**src/rtl/uart_pkg.sv**
```systemverilog
// Shared types and constants for the 8N1 UART transceiver.
package uart_pkg;

    localparam int FRAME_DATA_BITS  = 8;
    localparam int DEFAULT_BAUD_DIV = 87;   // 10 MHz / 115200
    localparam int TIMER_W          = 16;   // holds BAUD_DIV up to 65535

    typedef enum logic [1:0] {
        TX_IDLE,
        TX_START,
        TX_DATA,
        TX_STOP
    } tx_state_t;

    typedef enum logic [1:0] {
        RX_IDLE,
        RX_START,
        RX_DATA,
        RX_STOP
    } rx_state_t;

endpackage

```
**src/rtl/uart_if.sv**
```systemverilog
// Bus-controller strobes, serial lines and status flags of the UART.
interface uart_if;
    import uart_pkg::*;

    logic                       UART_SEND_TRIGGER_IN;
    logic [FRAME_DATA_BITS-1:0] UART_SEND_BYTE_IN;
    logic                       UART_RECEIVE_CAPTURE_IN;
    logic                       RXD_IN;
    logic                       TXD;
    logic                       UART_SEND_BUSY;
    logic                       UART_RECEIVED;
    logic [FRAME_DATA_BITS-1:0] UART_RECEIVE_BYTE;
    logic                       UART_OVERRUN;

    // Bus controller / line side
    modport master (
        output UART_SEND_TRIGGER_IN, UART_SEND_BYTE_IN, UART_RECEIVE_CAPTURE_IN, RXD_IN,
        input  TXD, UART_SEND_BUSY, UART_RECEIVED, UART_RECEIVE_BYTE, UART_OVERRUN
    );

    // Transceiver side
    modport slave (
        input  UART_SEND_TRIGGER_IN, UART_SEND_BYTE_IN, UART_RECEIVE_CAPTURE_IN, RXD_IN,
        output TXD, UART_SEND_BUSY, UART_RECEIVED, UART_RECEIVE_BYTE, UART_OVERRUN
    );

endinterface

```
**src/rtl/uart_bit_timer.sv**
```systemverilog
// Loadable down-counter; done pulses for one cycle, load_val cycles after load.
module uart_bit_timer #(
    parameter int W = 16
) (
    input  logic         clk,
    input  logic         rst,
    input  logic         load,
    input  logic [W-1:0] load_val,
    output logic         done
);

    logic [W-1:0] cnt;

    // Count down to zero after a load; a load always wins over counting.
    always_ff @(posedge clk or posedge rst) begin
        if (rst)
            cnt <= '0;
        else if (load)
            cnt <= load_val;
        else if (cnt != '0)
            cnt <= cnt - 1'b1;
    end

    // Done when the last cycle of the interval is running, so the owner can
    // change state (and reload) exactly load_val edges after the load.
    assign done = (cnt == W'(1));

endmodule

```
**src/rtl/uart_transceiver.sv**
```systemverilog
// 8N1 transmitter and receiver with bus-strobe edge detection and a
// one-byte receive holding register.
module uart_transceiver
    import uart_pkg::*;
#(
    parameter int BAUD_DIV = DEFAULT_BAUD_DIV
) (
    input  logic MCLK_IN,
    input  logic RESET_IN,
    uart_if.slave bus
);

    localparam logic [TIMER_W-1:0] BIT_TICKS  = TIMER_W'(BAUD_DIV);
    localparam logic [TIMER_W-1:0] HALF_TICKS = TIMER_W'(BAUD_DIV / 2);
    localparam logic [2:0]         LAST_BIT   = 3'(FRAME_DATA_BITS - 1);

    // ---------------- strobe edge detectors ----------------
    logic trig_q, cap_q;
    logic trig_rise, cap_fall;

    // History flops for the level strobes from the bus controller.
    always_ff @(posedge MCLK_IN or posedge RESET_IN) begin
        if (RESET_IN) begin
            trig_q <= 1'b0;
            cap_q  <= 1'b0;
        end else begin
            trig_q <= bus.UART_SEND_TRIGGER_IN;
            cap_q  <= bus.UART_RECEIVE_CAPTURE_IN;
        end
    end

    assign trig_rise = bus.UART_SEND_TRIGGER_IN & ~trig_q;
    assign cap_fall  = cap_q & ~bus.UART_RECEIVE_CAPTURE_IN;

    // ---------------- transmitter ----------------
    tx_state_t                  tx_state, tx_state_n;
    logic [FRAME_DATA_BITS-1:0] tx_sh, tx_sh_n;
    logic [2:0]                 tx_cnt, tx_cnt_n;
    logic                       txd_r, txd_n;
    logic                       tx_load, tx_done;

    uart_bit_timer #(.W(TIMER_W)) u_tx_timer (
        .clk      (MCLK_IN),
        .rst      (RESET_IN),
        .load     (tx_load),
        .load_val (BIT_TICKS),
        .done     (tx_done)
    );

    // TX state and datapath registers; TXD is registered so reset forces it high at once.
    always_ff @(posedge MCLK_IN or posedge RESET_IN) begin
        if (RESET_IN) begin
            tx_state <= TX_IDLE;
            tx_sh    <= '0;
            tx_cnt   <= '0;
            txd_r    <= 1'b1;
        end else begin
            tx_state <= tx_state_n;
            tx_sh    <= tx_sh_n;
            tx_cnt   <= tx_cnt_n;
            txd_r    <= txd_n;
        end
    end

    // TX next state: each line level is held for one full bit timer interval.
    always_comb begin
        tx_state_n = tx_state;
        tx_sh_n    = tx_sh;
        tx_cnt_n   = tx_cnt;
        txd_n      = txd_r;
        tx_load    = 1'b0;
        case (tx_state)
            TX_IDLE: begin
                if (trig_rise) begin
                    tx_state_n = TX_START;
                    tx_sh_n    = bus.UART_SEND_BYTE_IN;
                    txd_n      = 1'b0;
                    tx_load    = 1'b1;
                end
            end
            TX_START: begin
                if (tx_done) begin
                    tx_state_n = TX_DATA;
                    tx_cnt_n   = '0;
                    txd_n      = tx_sh[0];
                    tx_load    = 1'b1;
                end
            end
            TX_DATA: begin
                if (tx_done) begin
                    tx_load = 1'b1;
                    if (tx_cnt == LAST_BIT) begin
                        tx_state_n = TX_STOP;
                        txd_n      = 1'b1;
                    end else begin
                        tx_sh_n  = tx_sh >> 1;
                        txd_n    = tx_sh[1];
                        tx_cnt_n = tx_cnt + 3'd1;
                    end
                end
            end
            TX_STOP: begin
                if (tx_done) begin
                    // The edge that ends the stop bit may already start the next frame.
                    if (trig_rise) begin
                        tx_state_n = TX_START;
                        tx_sh_n    = bus.UART_SEND_BYTE_IN;
                        txd_n      = 1'b0;
                        tx_load    = 1'b1;
                    end else begin
                        tx_state_n = TX_IDLE;
                        txd_n      = 1'b1;
                    end
                end
            end
            default: tx_state_n = TX_IDLE;
        endcase
    end

    assign bus.TXD            = txd_r;
    assign bus.UART_SEND_BUSY = (tx_state != TX_IDLE);

    // ---------------- receiver ----------------
    logic rx_s1, rx_s2;

    // Two-flop synchronizer for the asynchronous serial input (idles high).
    always_ff @(posedge MCLK_IN or posedge RESET_IN) begin
        if (RESET_IN) begin
            rx_s1 <= 1'b1;
            rx_s2 <= 1'b1;
        end else begin
            rx_s1 <= bus.RXD_IN;
            rx_s2 <= rx_s1;
        end
    end

    rx_state_t                  rx_state, rx_state_n;
    logic [FRAME_DATA_BITS-1:0] rx_sh, rx_sh_n;
    logic [2:0]                 rx_cnt, rx_cnt_n;
    logic                       rx_load, rx_done, rx_good;
    logic [TIMER_W-1:0]         rx_load_val;

    uart_bit_timer #(.W(TIMER_W)) u_rx_timer (
        .clk      (MCLK_IN),
        .rst      (RESET_IN),
        .load     (rx_load),
        .load_val (rx_load_val),
        .done     (rx_done)
    );

    // RX state and shift register.
    always_ff @(posedge MCLK_IN or posedge RESET_IN) begin
        if (RESET_IN) begin
            rx_state <= RX_IDLE;
            rx_sh    <= '0;
            rx_cnt   <= '0;
        end else begin
            rx_state <= rx_state_n;
            rx_sh    <= rx_sh_n;
            rx_cnt   <= rx_cnt_n;
        end
    end

    // RX next state: half a bit to the start-bit centre, then one bit per sample.
    always_comb begin
        rx_state_n  = rx_state;
        rx_sh_n     = rx_sh;
        rx_cnt_n    = rx_cnt;
        rx_load     = 1'b0;
        rx_load_val = BIT_TICKS;
        rx_good     = 1'b0;
        case (rx_state)
            RX_IDLE: begin
                if (!rx_s2) begin
                    rx_state_n  = RX_START;
                    rx_load     = 1'b1;
                    rx_load_val = HALF_TICKS;
                end
            end
            RX_START: begin
                if (rx_done) begin
                    if (!rx_s2) begin
                        rx_state_n = RX_DATA;
                        rx_cnt_n   = '0;
                        rx_load    = 1'b1;
                    end else begin
                        rx_state_n = RX_IDLE;     // glitch, not a start bit
                    end
                end
            end
            RX_DATA: begin
                if (rx_done) begin
                    rx_sh_n  = {rx_s2, rx_sh[FRAME_DATA_BITS-1:1]};
                    rx_cnt_n = rx_cnt + 3'd1;
                    rx_load  = 1'b1;
                    if (rx_cnt == LAST_BIT)
                        rx_state_n = RX_STOP;
                end
            end
            RX_STOP: begin
                if (rx_done) begin
                    rx_good    = rx_s2;           // stop=0 is a framing error: drop it
                    rx_state_n = RX_IDLE;
                end
            end
            default: rx_state_n = RX_IDLE;
        endcase
    end

    // ---------------- holding register and flags ----------------
    logic [FRAME_DATA_BITS-1:0] hold;
    logic                       received, overrun;
    logic                       recv_eff, ovr_eff;

    // A capture falling edge clears first, so a frame completing on the same
    // edge lands in an empty register.
    assign recv_eff = received & ~cap_fall;
    assign ovr_eff  = overrun  & ~cap_fall;

    // Load a good frame into an empty register, or flag the loss if still full.
    always_ff @(posedge MCLK_IN or posedge RESET_IN) begin
        if (RESET_IN) begin
            hold     <= '0;
            received <= 1'b0;
            overrun  <= 1'b0;
        end else begin
            received <= recv_eff | rx_good;
            overrun  <= ovr_eff | (rx_good & recv_eff);
            if (rx_good && !recv_eff)
                hold <= rx_sh;
        end
    end

    assign bus.UART_RECEIVED     = received;
    assign bus.UART_OVERRUN      = overrun;
    assign bus.UART_RECEIVE_BYTE = hold;

endmodule
```
**src/flat_wrapper.sv**
```systemverilog
// flat-port wrapper written by rule: the top's interface ports become plain ports
module uart_transceiver_flat import uart_pkg::*;
#(
    parameter int BAUD_DIV = DEFAULT_BAUD_DIV
)
  (MCLK_IN, RESET_IN, bus_UART_SEND_TRIGGER_IN, bus_UART_SEND_BYTE_IN, bus_UART_RECEIVE_CAPTURE_IN, bus_RXD_IN, bus_TXD, bus_UART_SEND_BUSY, bus_UART_RECEIVED, bus_UART_RECEIVE_BYTE, bus_UART_OVERRUN);
  uart_if bus_i ();
  input  logic MCLK_IN;
  input  logic RESET_IN;
  input wire logic [$bits(bus_i.UART_SEND_TRIGGER_IN)-1:0] bus_UART_SEND_TRIGGER_IN;
  input wire logic [$bits(bus_i.UART_SEND_BYTE_IN)-1:0] bus_UART_SEND_BYTE_IN;
  input wire logic [$bits(bus_i.UART_RECEIVE_CAPTURE_IN)-1:0] bus_UART_RECEIVE_CAPTURE_IN;
  input wire logic [$bits(bus_i.RXD_IN)-1:0] bus_RXD_IN;
  output wire logic [$bits(bus_i.TXD)-1:0] bus_TXD;
  output wire logic [$bits(bus_i.UART_SEND_BUSY)-1:0] bus_UART_SEND_BUSY;
  output wire logic [$bits(bus_i.UART_RECEIVED)-1:0] bus_UART_RECEIVED;
  output wire logic [$bits(bus_i.UART_RECEIVE_BYTE)-1:0] bus_UART_RECEIVE_BYTE;
  output wire logic [$bits(bus_i.UART_OVERRUN)-1:0] bus_UART_OVERRUN;
  assign bus_i.UART_SEND_TRIGGER_IN = bus_UART_SEND_TRIGGER_IN;
  assign bus_i.UART_SEND_BYTE_IN = bus_UART_SEND_BYTE_IN;
  assign bus_i.UART_RECEIVE_CAPTURE_IN = bus_UART_RECEIVE_CAPTURE_IN;
  assign bus_i.RXD_IN = bus_RXD_IN;
  assign bus_TXD = bus_i.TXD;
  assign bus_UART_SEND_BUSY = bus_i.UART_SEND_BUSY;
  assign bus_UART_RECEIVED = bus_i.UART_RECEIVED;
  assign bus_UART_RECEIVE_BYTE = bus_i.UART_RECEIVE_BYTE;
  assign bus_UART_OVERRUN = bus_i.UART_OVERRUN;
  uart_transceiver #(.BAUD_DIV(BAUD_DIV)) u_core (.MCLK_IN(MCLK_IN), .RESET_IN(RESET_IN), .bus(bus_i));
endmodule
```
**config.mk**
```make
export PLATFORM = sky130hd
export DESIGN_NAME = uart_transceiver_flat
export DESIGN_NICKNAME = d
export VERILOG_FILES = /design/src/rtl/uart_pkg.sv /design/src/rtl/uart_if.sv /design/src/rtl/uart_bit_timer.sv /design/src/rtl/uart_transceiver.sv /design/src/flat_wrapper.sv
export SDC_FILE = /design/constraint.sdc
export NUM_CORES = 1
export LEC_CHECK = 0
export ABC_CLOCK_PERIOD_IN_PS = 3100
export BUFFER_PORTS_ARGS = -buffer_cell sky130_fd_sc_hd__clkbuf_2
export CORE_MARGIN = 3
export CORE_UTILIZATION = 55
export DETAILED_ROUTE_END_ITERATION = 10
export PLACE_DENSITY = 0.76
export SLEW_MARGIN = 20
export SYNTH_ARGS = -nofsm -noshare
export SYNTH_HDL_FRONTEND = slang
export SYNTH_HIERARCHICAL = 1
export SYNTH_SLANG_ARGS = --single-unit
export TNS_END_PERCENT = 1
```
**constraint.sdc**
```tcl
create_clock -name MCLK_IN -period 3.1 [get_ports MCLK_IN]
set_clock_uncertainty 0.05 [all_clocks]
set_input_delay 0.62 -clock MCLK_IN [delete_from_list [all_inputs] [get_ports MCLK_IN]]
set_output_delay 0.62 -clock MCLK_IN [all_outputs]
set_load 0.01 [all_outputs]
```
== Word level (Yosys, flattened, before mapping) ==
Index checks and enable logic that the tools add are counted.

* Output and inout port bits: 12
* Memories kept: 0
* Flip-flop bits (word level): 73
* Input port bits: 13
* Bits in read-only memories: 0
* Memory bits (writable): 0
* Latch bits: 0

* $mul: 0
* Add/subtract/negate cells: 4
* Shift operators: 0
* Bitwise gates (word level): 10
* Divide/modulo/power cells: 0
* Muxes and demuxes: 50
* Eq/ne operators: 22
* $lt $le $gt $ge: 0
* Reductions and logical operators: 20

{| class="wikitable"
|+ Operator list
! kind !! number
|-
| $mux 16 || 5
|-
| $eq 16x1->1 const B || 2
|-
| $mux 8 || 4
|-
| $reduce_bool 16->1 || 2
|-
| $sub 16x1->16 const B || 2
|-
| $pmux 8 s3 || 1
|-
| $mux 2 || 11
|-
| $mux 3 || 6
|-
| $ne 2x1->1 const B || 9
|-
| $pmux 2 s4 || 2
|-
| $reduce_and 4->1 || 4
|-
| $mux 1 || 15
|-
| $pmux 3 s2 || 2
|-
| $reduce_and 5->1 || 2
|-
| $reduce_bool 2->1 || 5
|-
| $eq 2x2->1 const B || 4
|-
| $mux 7 || 1
|-
| $add 3x1->3 const B || 2
|-
| $eq 3x3->1 const B || 2
|-
| $ne 2x2->1 const B || 3
|-
| $pmux 1 s3 || 2
|-
| $and 1x1->1 || 5
|-
| $eq 2x1->1 const B || 2
|-
| $logic_not 2->1 || 2
|-
| 8 further kinds || 11
|}

== Depth between registers and ports, before layout ==
Gate-level depths: netlist of run 1.

* Depth after elaboration: 6
* Gate-level depth with buffers: 12

== By module ==
Netlist of run 1, hierarchy kept.

{| class="wikitable"
|+ By module, submodules not included
! module !! cells each !! area an instance (µm²) !! times used
|-
| uart_bit_timer || 107 || 1007.2 || 2
|-
| uart_transceiver || 166 || 1958.1 || 1
|}

== Worst setup path after synthesis of run 1 ==
No wires, ideal clock.

* Path kind: register to register
* From: register u_core.u_rx_timer.cnt[4]
* To: register u_core.u_rx_timer.cnt[12]
* Data arrival time: 2.754 ns
* Required time: 2.908 ns
* Cell stages (with the launch flop): 13
* Setup slack: 0.154 ns
* Path through: dfrtp_1 > nor4_4 > nand4_1 > nor4b_1 > and2_1 > buf_4 > nor2_1 > o21ai_0 > clkbuf_1 > inv_1 > clkbuf_1 > nor2_1 > a31oi_1

* Longest elaborated chain between the ends: 4

{| class="wikitable"
|+ RTL lines
! what !! line !! RTL
|-
| start, declared || uart_bit_timer.sv:12 || <nowiki>logic [W-1:0] cnt;</nowiki>
|-
| start signal, assigned || uart_bit_timer.sv:19 || <nowiki>cnt <= load_val;</nowiki>
|-
| start signal, assigned || uart_bit_timer.sv:21 || <nowiki>cnt <= cnt - 1'b1;</nowiki>
|-
| $eq 16x1->1 * || uart_bit_timer.sv:26 || <nowiki>assign done = (cnt == W'(1));</nowiki>
|-
| via u_core.rx_done || uart_transceiver.sv:140 || <nowiki>logic rx_load, rx_done, rx_good;</nowiki>
|-
| $mux 1, on equally long branches || uart_transceiver.sv:192, uart_transceiver.sv:181 ||
|-
| $pmux 1 s3 * || uart_transceiver.sv:172 || <nowiki>case (rx_state)</nowiki>
|-
| via u_core.rx_load || uart_transceiver.sv:140 ||
|-
| $mux 16 / $reduce_bool 2->1 (equally long branches) || -- ||
|}

Mark *: on every way through the listed nets, which the timed path passes. The rest lies on a longest branch. The select of a mux whose other input is x is not followed.
A chain may end at the register's enable or synchronous reset.

== Final worst setup path of run 1 ==
* From: register u_core.u_rx_timer.cnt[11]
* To: register u_core.hold[5], in the netlist u_core/bus.UART_RECEIVE_BYTE[5]

* Longest elaborated chain between the ends: 4

{| class="wikitable"
|+ RTL lines
! what !! line !! RTL
|-
| $eq 16x1->1 || uart_bit_timer.sv:26 ||
|-
| via u_core.rx_done || uart_transceiver.sv:140 ||
|-
| $mux 1 || uart_transceiver.sv:201 || <nowiki>if (rx_done) begin</nowiki>
|-
| $mux 1 || uart_transceiver.sv:172 ||
|-
| $logic_and 1x1->1 || uart_transceiver.sv:229 || <nowiki>if (rx_good && !recv_eff)</nowiki>
|-
| end signal, assigned || uart_transceiver.sv:230 || <nowiki>hold <= rx_sh;</nowiki>
|-
| end, declared || uart_transceiver.sv:211 || <nowiki>logic [FRAME_DATA_BITS-1:0] hold;</nowiki>
|}

The timed path passes the listed nets, and every way through them passes these cells.

==> qor.csv, run 1 <==
metric,value,unit
outcome,"complete, no violations",
clk_latency,0.35,ns
maxSlewViolCount,0,
path_clk_slew,0.09,ns
grt_pass1_vias,2916,
drive_above_1_share,20.5,%
worstSetupStartpoint,u_core/u_rx_timer/cnt[11]$_DFFE_PP0P_,
antenna_cells,0,
antenna_found_initial,0,
numCtsBuffers,9,
die_x,91.0,um
syn_avg_cell_area,10.5,um2
max-vdd-ir-drop,0.000493,V
ctsResizeCount,0,
syn_inst,380,
via_count,2946,
r2r_cells,8,
overflow,0,
powerDensity,721,mW/mm2
synthDistinctLibCells,50,
dieArea,0.00828,mm2
fmax,0.367,GHz
nets,465,
hpwl,5210,um
setup-tns-final,0,ns
hold_viol_final,0,
start_kind,register,
synth_ff_type,dfrtp_1,
rrSetupSlack,0.38,ns
totalWireLength,7440,um
cp-end-kind,register,
coreArea,0.00691,mm2
maxCapViolations,0,
tritoncts,done,
clock_sinks,73,
min_period,2.72,ns
cts_root_buf,clkbuf_8,
htree_levels,3,
crit_arrival,2.91,ns
finalSetupViolations,0,
syn_area,0.00397,mm2
drc,0,
r2r-start,u_core/u_rx_timer/cnt[11]$_DFFE_PP0P_,
yosysSeqAreaShare,46.1,%
grtUsageTotal,19.3,%
rsz0062_at_grt,no,
nFillCells,573,
whs_path_depth,0,
cts_hold_buffers,0,
die_y,91.0,um
total_power,3.24,mW
clockBufferDepth,2,
r2r_end,u_core/bus.UART_RECEIVE_BYTE[5]$_DFFE_PP0P_,
drt_iter0_drc,121,
grt_start_max_net_pins,42,
grt_pass1_wl,13100,um
synthToLayoutAreaGrowth,13.3,%
cp.required,3.29,ns
cp_max_fo,10,
cts_setup_buffers,0,
initial_core_util,57.5,%
rows,30,
vias_per_cell,5.47,
ios,25,
synth-edff-count,0,
wl_per_cell,13.8,um
synthArstFlopShare,100,%
first_pass_iters,4,
min_to,u_core/rx_s2$_DFF_PP1_,
worstSetupPathType,reg -> reg,
relSlewSlack,40.1,%
yosys_warnings,6,
min_from,u_core/rx_s1$_DFF_PP1_,
drtAntennaViolNets,0,
place.gp.congestion,0.832,
tightest_slew,0.894,ns
p_leak,2.00,nW
fin_crit_sh,87.9,%
io_buffer_count,24,
ys_ff_latch,73,
hold_class,reg -> reg,
==> placed cells by master, fill, tap and decap left out, types with 5 or more instances in the layout <==
cell type / n
a31oi_1: 6
mux2i_1: 11
nand3_1: 6
a22o_1: 6
nand4_1: 8
conb_1: 27
buf_4: 12
mux2_2: 23
xnor2_1: 6
o21ai_0: 23
nand2_1: 41
inv_1: 20
a21oi_1: 16
ha_1: 14
nand2b_1: 5
dfrtp_1: 70
clkbuf_8: 9
nand3b_1: 5
clkbuf_2: 24
nor2_1: 20
or3_1: 5
xor2_1: 8
o31ai_1: 12
==> metrics by stage <==
| stage | utilization, % | worst slack [ns] | hold slack, ns | cell area [um2] | instances |
|---|---|---|---|---|---|
| after CTS | 65.1 | 0.339 | 0.298 | 4500 | 539 |
| final | 65.1 | 0.375 | 0.307 | 4500 | 539 |
| after global routing | 65.1 | 0.178 | 0.296 | 4500 | 539 |
| after floorplan | - | 0.154 | 0.295 | 4070 | 405 |
| after detailed placement | 62.5 | 0.376 | 0.299 | 4310 | 523 |
| after global placement | 62.5 | 0.447 | 0.297 | 4310 | 523 |
==> logic make-up after synthesis <==
| logic type | share of synthesized area [%] |
|---|---|
| compound gates | 15.3 |
| xor+xnor | 3.09 |
| fa+ha+maj | 4.41 |
| buf+inv | 3.97 |
| flops | 46.1 |
| mux | 9.29 |
| other cells | 0.189 |
| simple gates | 17.6 |
==> Yosys cell counts (5+ instances only) <==
| cell | instances | share of area, % |
|---|---|---|
| mux2i_1 | 11 | 2.8 |
| ha_1 | 14 | 4.4 |
| clkbuf_1 | 7 | 0.66 |
| xor2_1 | 8 | 1.8 |
| nand3b_1 | 5 | 0.94 |
| nor2_1 | 20 | 1.9 |
| nand2_1 | 41 | 3.9 |
| a22o_1 | 6 | 1.3 |
| nand3_1 | 6 | 0.76 |
| o21ai_0 | 24 | 3.0 |
| xnor2_1 | 6 | 1.3 |
| mux2_2 | 23 | 6.5 |
| a31oi_1 | 6 | 0.94 |
| nand2b_1 | 5 | 0.79 |
| a21oi_1 | 16 | 2.0 |
| inv_1 | 20 | 1.9 |
| nand4_1 | 8 | 1.3 |
| o31ai_1 | 12 | 2.3 |
| dfrtp_1 | 70 | 44 |
| or3_1 | 5 | 0.79 |
==> power breakdown <==
group / leakage (nW) / internal (mW) / switching [mW] / total (mW)
Sequential: 0.911 / 1.21 / 0.320 / 1.53
Combinational: 1.00 / 0.480 / 0.536 / 1.02
Clock: 0.0888 / 0.305 / 0.396 / 0.702
==> flip-flops by register name, summed over array words and instances, names as in the netlist, 2 cells and up, named ones only <==
| name | count |
|---|---|
| u_core/rx_cnt | 3 |
| u_core/u_tx_timer/cnt | 16 |
| u_core/u_rx_timer/cnt | 16 |
| u_core/rx_sh | 8 |
| u_core/bus.UART_RECEIVE_BYTE | 8 |
| u_core/tx_cnt | 3 |
| u_core/tx_state | 2 |
| u_core/tx_sh | 8 |
==> routing by layer <==
metal  vias to the layer above  track usage (%)  share of wire, %  wire length [um]
li1                       1468                -                 -                 -
met1                      1430             23.9                46              3410
met2                        40             32.7                49              3670
met3                         8             4.97               3.7               275
met4                         0             6.28               1.1                83
met5                         -                0                 0                 0
==> critical path: stages (launching register included) <==
cell,delay [ns]
dfrtp_1,0.47
nor4_4,0.32
nand4_1,0.14
nor4b_1,0.30
buf_4,0.18
and2_1,0.32
nand3_2,0.16
a21oi_4,0.30
mux2_2,0.38
==> worst max-delay path by stage <==
stage	end
3_5_place_dp	u_core/bus.UART_RECEIVE_BYTE[5]$_DFFE_PP0P_
4_1_cts	u_core/bus.UART_RECEIVE_BYTE[5]$_DFFE_PP0P_
6_report	u_core/bus.UART_RECEIVE_BYTE[5]$_DFFE_PP0P_
2_1_floorplan	u_core/u_rx_timer/cnt[12]$_DFFE_PP0P_
5_1_grt	u_core/u_rx_timer/cnt[13]$_DFFE_PP0P_
3_3_place_gp	u_core/tx_state[0]$_DFFE_PP0P_
==> layout make-up <==
class,count,area (um2),area share [%]
timing repair buffer,36,210,4.67
multi-input combinational,298,2080,46.2
sequential,73,1830,40.7
clock buffer,9,124,2.75
clock inverter,7,61.3,1.36
inverter,20,75.1,1.67
tap,96,120,2.67
(Power assumes the default switching activity.)
==> run 2: changes to the inputs <==
- BUFFER_PORTS_ARGS: -buffer_cell sky130_fd_sc_hd__clkbuf_2 -> -buffer_cell sky130_fd_sc_hd__buf_2
==> run 2 against run 1 <==
Compared with the run above:
- total power increased by 2.1%
- sequential share of layout area decreased by 0.20 points
- maximum frequency is 1.9% lower
- register-to-register slack got worse by 0.05 ns
- cell count did not move
- critical endpoint is now u_core/bus.UART_RECEIVE_BYTE[6]$_DFFE_PP0P_
- largest power group unchanged
- critical path type unchanged
- hold slack lost 0.00081 ns
- non-clock buffer count stayed put
- cell area rose by 0.50%
- die area stayed put
==> qor.csv, run 2 (synthesized netlist as in run 1, its figures left out) <==
metric,value,unit,change
outcome,"complete, no violations",,
p_leak,2.02,nW,+1.0%
first_pass_iters,4,,unchanged
cts_setup_buffers,0,,unchanged
antenna_found_initial,0,,unchanged
maxCapViolations,0,,unchanged
via_count,2951,,+0.17%
rows,30,,unchanged
start_kind,register,,
tightest_slew,0.898,ns,+0.00336 ns
final_common_cell,dfrtp_1,,
antenna_cells,0,,unchanged
powerDensity,733,mW/mm2,+1.6%
wl_met3,250,um,-9.1%
setup-tns-final,0,ns,unchanged
max-vdd-ir-drop,0.000527,V,+6.9%
worstSetupPathType,reg -> reg,,
vias_per_cell,5.47,,+0.17%
grt_pass1_vias,2994,,+2.7%
grtUsageTotal,19.1,%,-0.11 points
fin_ws,0.321,ns,-0.0540 ns
place.gp.congestion,0.817,,-1.8%
numCtsBuffers,9,,unchanged
die_x,91.0,um,unchanged
tritoncts,done,,
wl_per_cell,13.8,um,+0.32%
grt_pass1_wl,13100,um,+0.37%
initial_core_util,57.5,%,unchanged
drive_above_1_share,20.5,%,unchanged
reg_top3,"u_core/u_rx_timer/cnt x16, u_core/u_tx_timer/cnt x16",,
coreArea,0.00691,mm2,unchanged
grt_start_max_net_pins,42,,unchanged
fin_crit_sh,89.6,%,+1.7 points
maxSlewViolCount,0,,unchanged
rsz0062_at_grt,no,,
relSlewSlack,39.9,%,-0.22 points
cts_root_buf,clkbuf_8,,
dieArea,0.00828,mm2,unchanged
hold_class,reg -> reg,,
die_y,91.0,um,unchanged
totalWireLength,7470,um,+0.32%
regArea,0.00183,mm2,unchanged
stdcell_count,539,,unchanged
drt_iter0_drc,132,,+9.1%
preCtsSetupSlack,0.397,ns,+0.0207 ns
htree_levels,3,,unchanged
min_period,2.78,ns,+0.0540 ns
cp.required,3.29,ns,about the same
finalSetupViolations,0,,unchanged
cts_hold_buffers,0,,unchanged
io_buffer_count,24,,unchanged
wl_met1,3470,um,+1.8%
clock_sinks,73,,unchanged
nets,465,,unchanged
clk_latency,0.35,ns,about the same
path_clk_slew,0.09,ns,about the same
routed.top_layer,met4,,
nFillCells,572,,-0.17%
drtAntennaViolNets,0,,unchanged
hpwl,5140,um,-1.3%
crit_arrival,2.97,ns,+0.06 ns
synthToLayoutAreaGrowth,13.8,%,
ctsResizeCount,0,,unchanged
fmax,0.360,GHz,-1.9%
cp-end-kind,register,,
drc,0,,unchanged
clockBufferDepth,2,,unchanged
final_cell_mix,"dfrtp_1, nand2_1, conb_1",,
hold_viol_final,0,,unchanged
overflow,0,,unchanged
ios,25,,unchanged
cp_max_fo,10,,unchanged
multi_input_area,0.00208,mm2,unchanged
wl_met2,3680,um,+0.22%
place_inst,523,,unchanged
==> run 2: changes by cell type in the layout (fill, tap and decap cells not counted) <==
cell,change
clkinvlp_4,-1
buf_2,+24
bufinv_16,+1
clkbuf_2,-24
==> run 2: final timing paths <==
| kind | endpoint | slack [ns] | from | depth (start not counted) |
|---|---|---|---|---|
| setup / recovery | u_core/bus.UART_RECEIVE_BYTE[6]$_DFFE_PP0P_ | 0.32 | u_core/u_rx_timer/cnt[11]$_DFFE_PP0P_ | 8 |
| max in group asynchronous | u_core/u_rx_timer/cnt[1]$_DFFE_PP0P_ | 2.26 | RESET_IN | 2 |
| min in group asynchronous | u_core/u_tx_timer/cnt[2]$_DFFE_PP0P_ | 0.32 | RESET_IN | 2 |
| hold reg to reg | u_core/rx_s2$_DFF_PP1_ | 0.31 | u_core/rx_s1$_DFF_PP1_ | 0 |
| hold / removal | u_core/rx_s2$_DFF_PP1_ | 0.31 | u_core/rx_s1$_DFF_PP1_ | 0 |
| setup reg to reg | u_core/bus.UART_RECEIVE_BYTE[6]$_DFFE_PP0P_ | 0.32 | u_core/u_rx_timer/cnt[11]$_DFFE_PP0P_ | 8 |
==> run 2: critical path: stages, from the launching register on <==
cell	delay [ns]
dfrtp_1	0.47
nor4_4	0.31
nand4_1	0.13
nor4b_1	0.35
buf_4	0.19
and2_1	0.33
nand3_2	0.15
a21oi_4	0.29
mux2_2	0.39
==> run 2: stage by stage <==
stage / hold WS [ns] / area, um2 / total power, mW / util (%)
final: 0.307 / 4520 / 3.31 / 65.5
after global routing: 0.304 / 4520 / 3.58 / 65.5
after CTS: 0.306 / 4520 / 3.35 / 65.5
after floorplan: 0.295 / 4070 / 2.30 / -
after detailed placement: 0.301 / 4310 / 2.55 / 62.5
after global placement: 0.297 / 4310 / 2.50 / 62.5
==> run 2: where the power goes <==
group | switching (mW) | total (mW) | internal [mW]
clock | 0.395 | 0.782 | 0.387
combinational | 0.527 | 1.01 | 0.480
sequential | 0.317 | 1.53 | 1.21
total | 1.24 | 3.31 | 2.07
==> run 2: final cells by class <==
type | count | share of cell area, %
clock buffers | 9 | 2.74
clock inverters | 7 | 1.85
inverters | 20 | 1.66
multi-input cells | 298 | 46.0
flip-flops and latches | 73 | 40.5
well taps | 96 | 2.66
repair buffers | 36 | 4.65
==> run 2: routing by layer <==
layer / track usage [%] / up-vias
met5: 0 / -
met4: 7.04 / 0
met3: 5.14 / 6
met2: 32.1 / 47
met1: 23.7 / 1428
li1: - / 1470
